[config.mk]
export PLATFORM = sky130hd
export DESIGN_NAME = mem_access
export DESIGN_NICKNAME = d
export VERILOG_FILES = /design/src/rtl/mem_access.sv
export SDC_FILE = /design/constraint.sdc
export NUM_CORES = 1
export LEC_CHECK = 0
export BUFFER_PORTS_ARGS = -buffer_cell sky130_fd_sc_hd__buf_2
export CAP_MARGIN = 5
export CORE_MARGIN = 5
export CORE_UTILIZATION = 48
export CTS_BUF_LIST = sky130_fd_sc_hd__clkbuf_16
export DETAILED_ROUTE_END_ITERATION = 10
export GPL_ROUTABILITY_DRIVEN = 0
export PLACE_DENSITY = 0.81
export SLEW_MARGIN = 20
export SYNTH_ARGS = -nofsm -noshare
export SYNTH_HDL_FRONTEND = slang
export SYNTH_SLANG_ARGS = --single-unit
[constraint.sdc]
create_clock -name clk -period 1.8 [get_ports clk]
set_input_delay 0.09 -clock clk [delete_from_list [all_inputs] [get_ports clk]]
set_output_delay 0.09 -clock clk [all_outputs]
set_load 0.05 [all_outputs]
[src/rtl/mem_access.sv]
// Memory-access pipeline stage: issues loads/stores on the data request bus,
// extends load data and stalls the pipeline until the access completes.
module mem_access #(
    parameter int DATA_W     = 32,
    parameter int REG_ADDR_W = 5
) (
    input  logic                  clk,
    input  logic                  rst,
    input  logic [DATA_W-1:0]     ex_write_data,
    input  logic [REG_ADDR_W-1:0] ex_write_addr,
    input  logic                  ex_write_en,
    input  logic [3:0]            ex_mem_op,
    input  logic [DATA_W-1:0]     ex_mem_addr,
    input  logic [DATA_W-1:0]     ex_store_data,
    output logic [DATA_W-1:0]     mem_write_data,
    output logic [REG_ADDR_W-1:0] mem_write_addr,
    output logic                  mem_write_en,
    output logic                  stall_req,
    output logic                  mem_addr_err,
    output logic                  data_req,
    output logic                  data_wr,
    output logic [1:0]            data_size,
    output logic [DATA_W-1:0]     data_addr,
    output logic [DATA_W-1:0]     data_wdata,
    input  logic                  data_addr_ok,
    input  logic                  data_data_ok,
    input  logic [DATA_W-1:0]     data_rdata,
    output logic [1:0]            dbg_state
);

    // Bus handshake: data_req stays high in REQ until data_addr_ok is sampled
    // at a rising edge; the response is then the first data_data_ok sampled in WAIT.
    typedef enum logic [1:0] {S_IDLE, S_REQ, S_WAIT, S_DONE} state_t;

    state_t state, state_nxt;

    logic              is_load, is_store, is_mem, misaligned, op_ok, dec_sign;
    logic [1:0]        dec_size;
    logic [DATA_W-1:0] lane_data;

    logic              wr_r, sign_r;
    logic [1:0]        size_r;
    logic [DATA_W-1:0] addr_r, wdata_r, rdata_r;

    logic [DATA_W-1:0] byte_sh, half_sh, load_val;

    always_comb begin
        is_load  = (ex_mem_op >= 4'h1) && (ex_mem_op <= 4'h5);
        is_store = (ex_mem_op >= 4'h9) && (ex_mem_op <= 4'hB);
        is_mem   = is_load || is_store;
        dec_sign = (ex_mem_op == 4'h1) || (ex_mem_op == 4'h3);
        case (ex_mem_op)
            4'h3, 4'h4, 4'hA: dec_size = 2'd1;
            4'h5, 4'hB:       dec_size = 2'd2;
            default:          dec_size = 2'd0;
        endcase
        misaligned = is_mem && (((dec_size == 2'd1) && ex_mem_addr[0]) ||
                                ((dec_size == 2'd2) && (ex_mem_addr[1:0] != 2'b00)));
        op_ok = is_mem && !misaligned;
        case (dec_size)
            2'd0:    lane_data = {(DATA_W/8){ex_store_data[7:0]}};
            2'd1:    lane_data = {(DATA_W/16){ex_store_data[15:0]}};
            default: lane_data = ex_store_data;
        endcase
    end

    always_ff @(posedge clk) begin
        if (rst) begin
            state   <= S_IDLE;
            wr_r    <= 1'b0;
            sign_r  <= 1'b0;
            size_r  <= 2'd0;
            addr_r  <= '0;
            wdata_r <= '0;
            rdata_r <= '0;
        end else begin
            state <= state_nxt;
            if (state == S_IDLE && op_ok) begin
                wr_r    <= is_store;
                sign_r  <= dec_sign;
                size_r  <= dec_size;
                addr_r  <= ex_mem_addr;
                wdata_r <= lane_data;
            end
            if (state == S_WAIT && data_data_ok)
                rdata_r <= data_rdata;
        end
    end

    always_comb begin
        state_nxt = state;
        case (state)
            S_IDLE:  if (op_ok) state_nxt = S_REQ;
            S_REQ:   if (data_addr_ok) state_nxt = S_WAIT;
            S_WAIT:  if (data_data_ok) state_nxt = S_DONE;
            default: state_nxt = S_IDLE;
        endcase
    end

    // Little-endian lane select from the captured word.
    always_comb begin
        byte_sh = rdata_r >> {addr_r[1:0], 3'b000};
        half_sh = rdata_r >> {addr_r[1], 4'b0000};
        case (size_r)
            2'd0:    load_val = sign_r ? {{(DATA_W-8){byte_sh[7]}}, byte_sh[7:0]}
                                       : {{(DATA_W-8){1'b0}}, byte_sh[7:0]};
            2'd1:    load_val = sign_r ? {{(DATA_W-16){half_sh[15]}}, half_sh[15:0]}
                                       : {{(DATA_W-16){1'b0}}, half_sh[15:0]};
            default: load_val = rdata_r;
        endcase
    end

    always_comb begin
        mem_write_data = '0;
        mem_write_addr = '0;
        mem_write_en   = 1'b0;
        stall_req      = 1'b0;
        mem_addr_err   = 1'b0;
        data_req       = 1'b0;
        data_wr        = 1'b0;
        data_size      = 2'd0;
        data_addr      = '0;
        data_wdata     = '0;
        dbg_state      = 2'd0;
        if (!rst) begin
            dbg_state  = state;
            data_wr    = wr_r;
            data_size  = size_r;
            data_addr  = addr_r;
            data_wdata = wdata_r;
            case (state)
                S_IDLE: begin
                    mem_addr_err   = misaligned;
                    stall_req      = op_ok;
                    mem_write_data = ex_write_data;
                    mem_write_addr = ex_write_addr;
                    mem_write_en   = ex_write_en && !is_mem;
                end
                S_REQ: begin
                    data_req  = 1'b1;
                    stall_req = 1'b1;
                end
                S_WAIT: stall_req = 1'b1;
                default: begin
                    if (!wr_r) begin
                        mem_write_data = load_val;
                        mem_write_addr = ex_write_addr;
                        mem_write_en   = ex_write_en;
                    end
                end
            endcase
        end
    end

endmodule

# After elaboration in Yosys (flattened, before gate mapping)
# Cells that the tools add are included.
# totals
register_bits,102
word_cells,78
in_bits,142
# op_classes
eq_ne,14
mux,29
shift,2
n_reduce_logical,22
magnitude_cmp,4
# ops
operator,count
32-bit two-way mux,6
32-bit case mux with 2 select lines,3
32-bit by 5-bit right shift with 16-bit output,1
32-bit by 5-bit right shift with 8-bit output,1
2-bit two-way mux,5
5-bit two-way mux,2
5-bit case mux with 2 select lines,1
1-bit logical AND,9
"4-bit by 3-bit equality test with 1-bit output, second input constant",2
"4-bit equality test, second input constant",2
1-bit two-way mux,8
"2-bit by 1-bit equality test with 1-bit output, second input constant",3
2-bit zero test,3
"2-bit inequality test, second input constant",3
2-bit case mux with 3 select lines,1
"2-bit equality test, second input constant",2
"4-bit by 1-bit equality test with 1-bit output, second input constant",1
"4-bit by 2-bit equality test with 1-bit output, second input constant",1
"4-bit by 1-bit >= comparator with 1-bit output, second input constant",1
"4-bit >= comparator, second input constant",1
"4-bit by 3-bit <= comparator with 1-bit output, second input constant",1
"4-bit <= comparator, second input constant",1
1-bit case mux with 2 select lines,2
2-bit case mux with 2 select lines,1
6 further kinds,10

# Longest topological paths before layout
# Gate-level depths: netlist of the first run.
# depth
depth_word,11
depth_mapped,8

# Worst setup path after synthesis of the first run
# OpenSTA, ideal clock, no wires.
# synth_timing
kind,register to output
startpoint,register state[0]
endpoint,output mem_write_data[13]
path_stages_with_launch,8
arrival_time_ps,2652
slack_ps,-942
required_time_ps,1710
path_cell_list,dfxtp_1 > inv_1 > ha_1 > nor2b_1 > clkbuf_1 > clkbuf_1 > nand2_1 > a221oi_1
# synth_between
elab_chain_len,4
# synth_rtl
item,line_no,rtl
start: declaration,35,"state_t state, state_nxt;"
start signal: assignment,77,state <= state_nxt;
2-bit equality test / 2-bit by 1-bit equality test with 1-bit output (equally long branches),131,case (state)
2-bit OR reduction (no line),-,
32-bit case mux with 2 select lines *,131,
32-bit two-way mux *,125,if (!rst) begin
end: declaration,15,"output logic [DATA_W-1:0] mem_write_data,"
# Every way passes the cells marked *; elsewhere a longest branch is shown, timed or not.

# Worst setup path in the final report of the first run
# layout_timing
startpoint,register rdata_r[23]
endpoint,output mem_write_data[25]
# layout_between
elab_chain_len,6
# layout_rtl
item,line_no,rtl
start: declaration,43,"logic [DATA_W-1:0] addr_r, wdata_r, rdata_r;"
start signal: assignment,86,rdata_r <= data_rdata;
32-bit by 5-bit right shift with 8-bit output,102,"byte_sh = rdata_r >> {addr_r[1:0], 3'b000};"
32-bit two-way mux,105,"2'd0: load_val = sign_r ? {{(DATA_W-8){byte_sh[7]}}, byte_sh[7:0]}"
32-bit case mux with 2 select lines,104,case (size_r)
32-bit two-way mux,145,if (!wr_r) begin
32-bit case mux with 2 select lines,131,
32-bit two-way mux,125,
# Every way passes these cells.

==> summary.md, run 1 <==
| Metric | Value |
|---|---|
| Final Max Slew Viols | `0` |
| Final setup margin | `-0.368 ns` |
| RSZ-0062 raised after global routing | `yes` |
| Pwr Total | `12.2 mW` |
| Average via count per standard cell | `5.82` |
| Row count | `39` |
| Crit. End Element | `primary output` |
| VDD IR max | `1.12 mV` |
| Total CTS buffers | `9` |
| Hold Path End | `wdata_r[3]` |
| Post-synthesis cell type count | `50` |
| Asr flop ratio synth | `0%` |
| Leading cell type in the layout, fill and taps excluded | `buf_2` |
| Layout Nets | `1185` |
| Syn avg cell area | `7.96 sq um` |
| Worst reg2reg setup slack | `0.15 ns` |
| GRT Util Overall | `31.7%` |
| GRT overflow | `0` |
| Final min period | `2.17 ns` |
| Dpl hpwl | `14.9 mm` |
| Main flop type after synthesis | `dfxtp_1` |
| Worst Setup Start Kind | `flop` |
| IO buf count | `251` |
| Core Box Area | `11400 sq um` |
| Design area | `9320 sq um` |
| Initial Utilization | `48.8%` |
| Count of flip-flops with a built-in enable after synthesis | `0` |
| Largest net degree at the start of global routing | `62` |
| CP arrival | `2.08 ns` |
| Most frequent cells in the layout | `buf_2, nand2_1, dfxtp_1` |
| Final setup fails | `38` |
| Htree depth | `3` |
| F_max | `461 MHz` |
| Syn Inst Count | `700` |
| Synth Register Bits | `102` |
| Die Y | `118 um` |
| Synthesis-to-finish area growth | `67.2%` |
| Non-Filler Instances | `1186` |
| Post-synth net total | `846` |
| Diode count | `0` |
| R2R depth | `8` |
| Io pins | `252` |
| Hold Path Class | `primary input to flop` |
| Hold Fails Final Rpt | `0` |
| Initial antenna violation count | `0` |
| Critical path peak fanout | `15` |
| Worst Skew | `0.00891 ns` |
| Full die area | `13900 sq um` |
| Seq/Total Area, Yosys | `36.6%` |
| Register area | `2060 sq um` |
| First-pass GRT wire length | `36.1 mm` |
| PwrDens | `1310 nW/um^2` |
| Critical path required time | `1.71 ns` |
| Headroom to the max-slew limit | `68.5%` |
| Filler cells | `652` |
| Min Hold Slack | `0.0246 ns` |
| Max-Cap Viols | `0` |
| Remaining DRCs | `0` |
| CTS clk-pin slew, worst paths | `0.07 ns` |
| Status | `finished, violations left` |
| Hold path cells | `2` |
| Post-route ant nets | `0` |
| Final WL | `23.6 mm` |
| Violated checks | `setup timing` |
| Post-DP Area | `7710 sq um` |
| Clock latency on the worst-skew pair | `0.36 ns` |
| Initial DRT Pass Iterations | `8` |
| Vias | `6905` |
| CTS tree | `done` |
| Drt wl/cell | `19.9 um` |
| Syn Std Cell Area | `5580 sq um` |
| FF-to-FF End | `wdata_r[29]` |
| CTS Root Cell | `clkbuf_16` |
| Pre-CTS setup slack | `-0.104 ns` |
| Worst hold start | `ex_store_data[3]` |
| Die width | `118 um` |
| Leakage | `4.13 nW` |
| CTS Buffer Depth | `2` |
| RR Startpoint | `state[0]` |
| Worst Tran Pin Value | `0.473 ns` |
| Crit path kind | `flop to primary output` |
| Share of post-route cells with drive strength above 1 | `42.2%` |
| Number of global-route vias before repair | `6990` |
| Yosys warning count | `0` |
| First DRT Iteration DRCs | `695` |
| Clock sink count | `102` |
| Final Cycle Share | `120%` |
| Dpl cells | `1094` |
| Area of the multi-input gates | `3730 sq um` |
==> worst max-delay path: stages (launching register included) <==
cell     delay [ns]
dfxtp_1        0.39
mux2i_1        0.13
mux2i_1        0.28
a21oi_2        0.13
buf_12         0.16
a211o_1        0.28
a21oi_4        0.17
buf_6          0.17
==> final cells by class <==
type	instances	share of cell area [%]
sequential	102	22.1
timing repair buffer	395	31.8
multi-input combinational	507	40.1
tap	143	1.92
clock buffer	9	2.42
inverter	24	0.993
clock inverter	6	0.738
==> flip-flops by register name, summed over array words and instances, names as in the netlist <==
name / cells
addr_r: 32
rdata_r: 32
sign_r: 1
size_r: 2
state: 2
wdata_r: 32
wr_r: 1
==> worst max path at each step <==
stage,start,end,slack (ns),cells after the start
2_1_floorplan,state[0],stall_req,-0.16,7
3_3_place_gp,state[0],mem_write_data[15],-0.04,6
3_5_place_dp,addr_r[1],mem_write_data[14],-0.10,6
4_1_cts,addr_r[1],mem_write_data[14],-0.27,6
5_1_grt,rdata_r[23],mem_write_data[17],-0.40,7
6_report,rdata_r[23],mem_write_data[25],-0.37,7
==> per-layer routing <==
layer / vias up / share of wire [%] / track usage [%]
met3: 100 / 9.8 / 9.61
met4: 0 / 5.1 / 14.5
met5: - / 0 / 0
met1: 3199 / 36 / 34.8
met2: 443 / 49 / 55.8
li1: 3163 / - / -
==> cells by family (layout without fill, tap and decap cells) <==
logic type	after synthesis	count (layout)	synth area share, %
DFF	102	102	36.6
adders and majority gates	4	4	0.898
AOI/OAI and AO/OA	231	231	29.7
and+or+nand+nor	252	252	22.0
muxes	20	20	3.79
buffers and inverters	91	434	7.00
==> synthesized netlist by cell type (10+ instances only) <==
cell	n	area share (%)
mux2i_1	11	2.0
nor3_1	10	0.90
dfxtp_1	102	37
inv_1	23	1.5
nor2_1	38	2.6
nor2b_1	76	8.5
o22a_1	47	7.4
o21ai_0	12	1.1
clkbuf_1	35	2.4
buf_2	18	1.6
a211o_1	16	2.5
nand2_1	105	7.1
a21oi_1	76	6.8
==> report_power, final <==
part	internal, mW	total (mW)	switching [mW]
combinational	2.87	7.19	4.32
clock	1.09	1.98	0.897
sequential	2.80	3.07	0.270
==> metrics by stage <==
stage	TNS (ns)	util, %
5_1_grt	-12.20	81.6
4_1_cts	-7.04	80.1
3_5_place_dp	-1.38	67.5
3_3_place_gp	-0.291	67.5
6_report	-10.22	81.6
2_1_floorplan	-1.01	-
==> what timing repair did <==
item,in CTS,in global routing
pin swaps,18,7
setup endpoints to repair,41,40
cloned,1,1
gates resized for setup,146,21
buffers inserted,7,8
hold buffers,60,0
hold endpoints to repair,60,0
Note: power is estimated with default switching activity, not from simulation.
==> run 2: changes to the inputs <==
clock period = 2.3 ns   (was 1.8 ns; I/O delays follow)
==> summary.md, run 2 (synthesis results as in run 1) <==
| Metric | Value |
|---|---|
| Dpl cells | `1055 (was 1094)` |
| Critical path peak fanout | `11 (was 15)` |
| Seq pwr share | `28.6% (was 25.0%)` |
| Final setup fails | `0 (was 38)` |
| Initial DRT Pass Iterations | `7 (was 8)` |
| Most frequent cells in the layout | `buf_2, nand2_1, dfxtp_1 (unchanged)` |
| Htree depth | `3 (unchanged)` |
| Worst Setup Start Kind | `flop (unchanged)` |
| PwrDens | `1060 nW/um^2 (was 1310 nW/um^2)` |
| Hold Fails Final Rpt | `0 (unchanged)` |
| GRT Util Overall | `27.5% (was 31.7%)` |
| Io pins | `252 (unchanged)` |
| Largest net degree at the start of global routing | `59 (was 62)` |
| CTS tree | `done (unchanged)` |
| Leading cell type in the layout, fill and taps excluded | `buf_2 (unchanged)` |
| Drt wl/cell | `18.0 um (was 19.9 um)` |
| Hold Path Class | `primary input to flop (unchanged)` |
| Register area | `2040 sq um (was 2060 sq um)` |
| Final Max Slew Viols | `0 (unchanged)` |
| Status | `finished clean (was finished, violations left)` |
| CTS Root Cell | `clkbuf_16 (unchanged)` |
| Synthesis-to-finish area growth | `39.7% (was 67.2%)` |
| Clock power frac | `18.9% (was 16.2%)` |
| Comb pwr share | `52.6% (was 58.8%)` |
| Worst Skew | `0.00561 ns (was 0.00891 ns)` |
| Die Y | `118 um (unchanged)` |
| Die width | `118 um (unchanged)` |
| GRT overflow | `0 (unchanged)` |
| Crit. End Element | `primary output (unchanged)` |
| Net Sw Frac | `45.7% (was 44.8%)` |
| Diode count | `0 (unchanged)` |
| First DRT Iteration DRCs | `534 (was 695)` |
| Dpl hpwl | `13.8 mm (was 14.9 mm)` |
| Full die area | `13900 sq um (unchanged)` |
| RSZ-0062 raised after global routing | `yes (unchanged)` |
| CTS clk-pin slew, worst paths | `0.07 ns (about the same)` |
| Final min period | `2.26 ns` |
| Final Cycle Share | `98.1%` |
| Clock latency on the worst-skew pair | `0.35 ns (was 0.36 ns)` |
| Area of the multi-input gates | `3290 sq um (was 3730 sq um)` |
| Worst Tran Pin Value | `0.647 ns (was 0.473 ns)` |
| Max-Cap Viols | `0 (unchanged)` |
| CP arrival | `2.14 ns (was 2.08 ns)` |
| Critical path required time | `2.18 ns (was 1.71 ns)` |
| Largest regs | `addr_r: 32 flops, rdata_r: 32 flops, wdata_r: 32 flops (unchanged)` |
| Filler cells | `964 (was 652)` |
| IO buf count | `251 (unchanged)` |
| Average via count per standard cell | `5.63 (was 5.82)` |
| Post-route ant nets | `0 (unchanged)` |
| F_max | `443 MHz` |
| Leakage | `3.55 nW (was 4.13 nW)` |
| Total negative slack | `0 ns (was -10.22 ns)` |
| Crit path kind | `flop to primary output (unchanged)` |
| Vias | `6205 (was 6905)` |
| Share of post-route cells with drive strength above 1 | `35.2% (was 42.2%)` |
| Number of global-route vias before repair | `6143 (was 6990)` |
| Min Hold Slack | `0.00833 ns (was 0.0246 ns)` |
| VDD IR max | `0.731 mV (was 1.12 mV)` |
| Clock sink count | `102 (unchanged)` |
| Psw | `3.76 mW (was 5.49 mW)` |
| Row count | `39 (unchanged)` |
| Cell Int Power | `4.46 mW (was 6.75 mW)` |
| Non-Filler Instances | `1103 (was 1186)` |
| Total CTS buffers | `9 (unchanged)` |
| CTS Buffer Depth | `2 (unchanged)` |
| Remaining DRCs | `0 (unchanged)` |
| Initial antenna violation count | `1 (was 0)` |
| Headroom to the max-slew limit | `56.5% (was 68.5%)` |
| Layout Nets | `1102 (was 1185)` |
| Initial Utilization | `48.8% (unchanged)` |
| First-pass GRT wire length | `31.3 mm (was 36.1 mm)` |
| Final WL | `19.9 mm (was 23.6 mm)` |
| Core Box Area | `11400 sq um (unchanged)` |
-- run 2: cell types whose count changed in the layout (fill, tap and decap cells not counted), moves of 8 or more --
cell           previous run  this run
a21oi_4                  14         1
a221oi_4                  8         0
buf_8                     9         0
dlygate4sd3_1            60        31
buf_6                    39         2
buf_4                    66        32
o221ai_1                  1         9
buf_2                   209       236
a21oi_1                  52        65
-- run 2: repair_timing --
| item | in CTS | in global routing |
|---|---|---|
| hold endpoints to repair | 31 | 0 |
| hold buffers | 31 | 0 |
| pin swaps | 0 | 1 |
| endpoints found under the setup margin | 24 | 35 |
| gates resized for setup | 9 | 21 |
| setup buffers | 0 | 2 |
-- run 2: metrics by stage --
step / power (mW) / util, % / cell area (sq um) / setup slack [ns]
after floorplan: 5.44 / - / 5640 / -0.202
after global placement: 6.41 / 61.8 / 7050 / -0.0427
after detailed placement: 6.45 / 61.8 / 7060 / 0.235
after CTS: 8.08 / 67.5 / 7710 / 0.00924
after global routing: 8.65 / 68.2 / 7790 / -0.0280
final: 8.23 / 68.2 / 7790 / 0.0433
-- run 2: layout make-up --
cell class,count,area share (%)
clock buffers,9,2.89
clock inverters,6,0.980
inverters,24,1.16
multi-input cells,507,42.2
flip-flops and latches,102,26.2
well taps,143,2.30
repair buffers,312,24.2
-- run 2: final timing paths --
path / startpoint / endpoint / slack [ns] / cells past startpoint
hold / removal: data_rdata[25] / rdata_r[25] / 0.008 / 3
setup reg to reg: state[1] / wdata_r[21] / 0.36 / 7
hold reg to reg: rdata_r[4] / rdata_r[4] / 0.46 / 2
setup / recovery: addr_r[1] / mem_write_data[12] / 0.04 / 6
-- run 2: routing by layer --
metal / vias up / GRT usage [%] / share of wire [%]
li1: 2988 / - / -
met1: 2839 / 31.2 / 38
met2: 305 / 45.7 / 48
met3: 71 / 9.75 / 9.4
met4: 2 / 13.5 / 4.5
met5: - / 0 / 0.065
-- run 2: power by group through the flow --
stage                     Sequential, mW  Clock (mW)  Combinational [mW]
final                               2.35        1.55                4.32
after global routing                2.39        1.65                4.61
after CTS                           2.32        1.58                4.17
after detailed placement            2.36           0                4.10
after global placement              2.34           0                4.07
after floorplan                     2.30           0                3.14
-- run 2: critical path, cell delays in order (launching register included) --
cell and delay (ns):
dfxtp_2 0.35, buf_6 0.15, mux2_2 0.24, a21oi_1 0.08, o311a_4 0.38, a221oi_1 0.28, buf_2 0.31
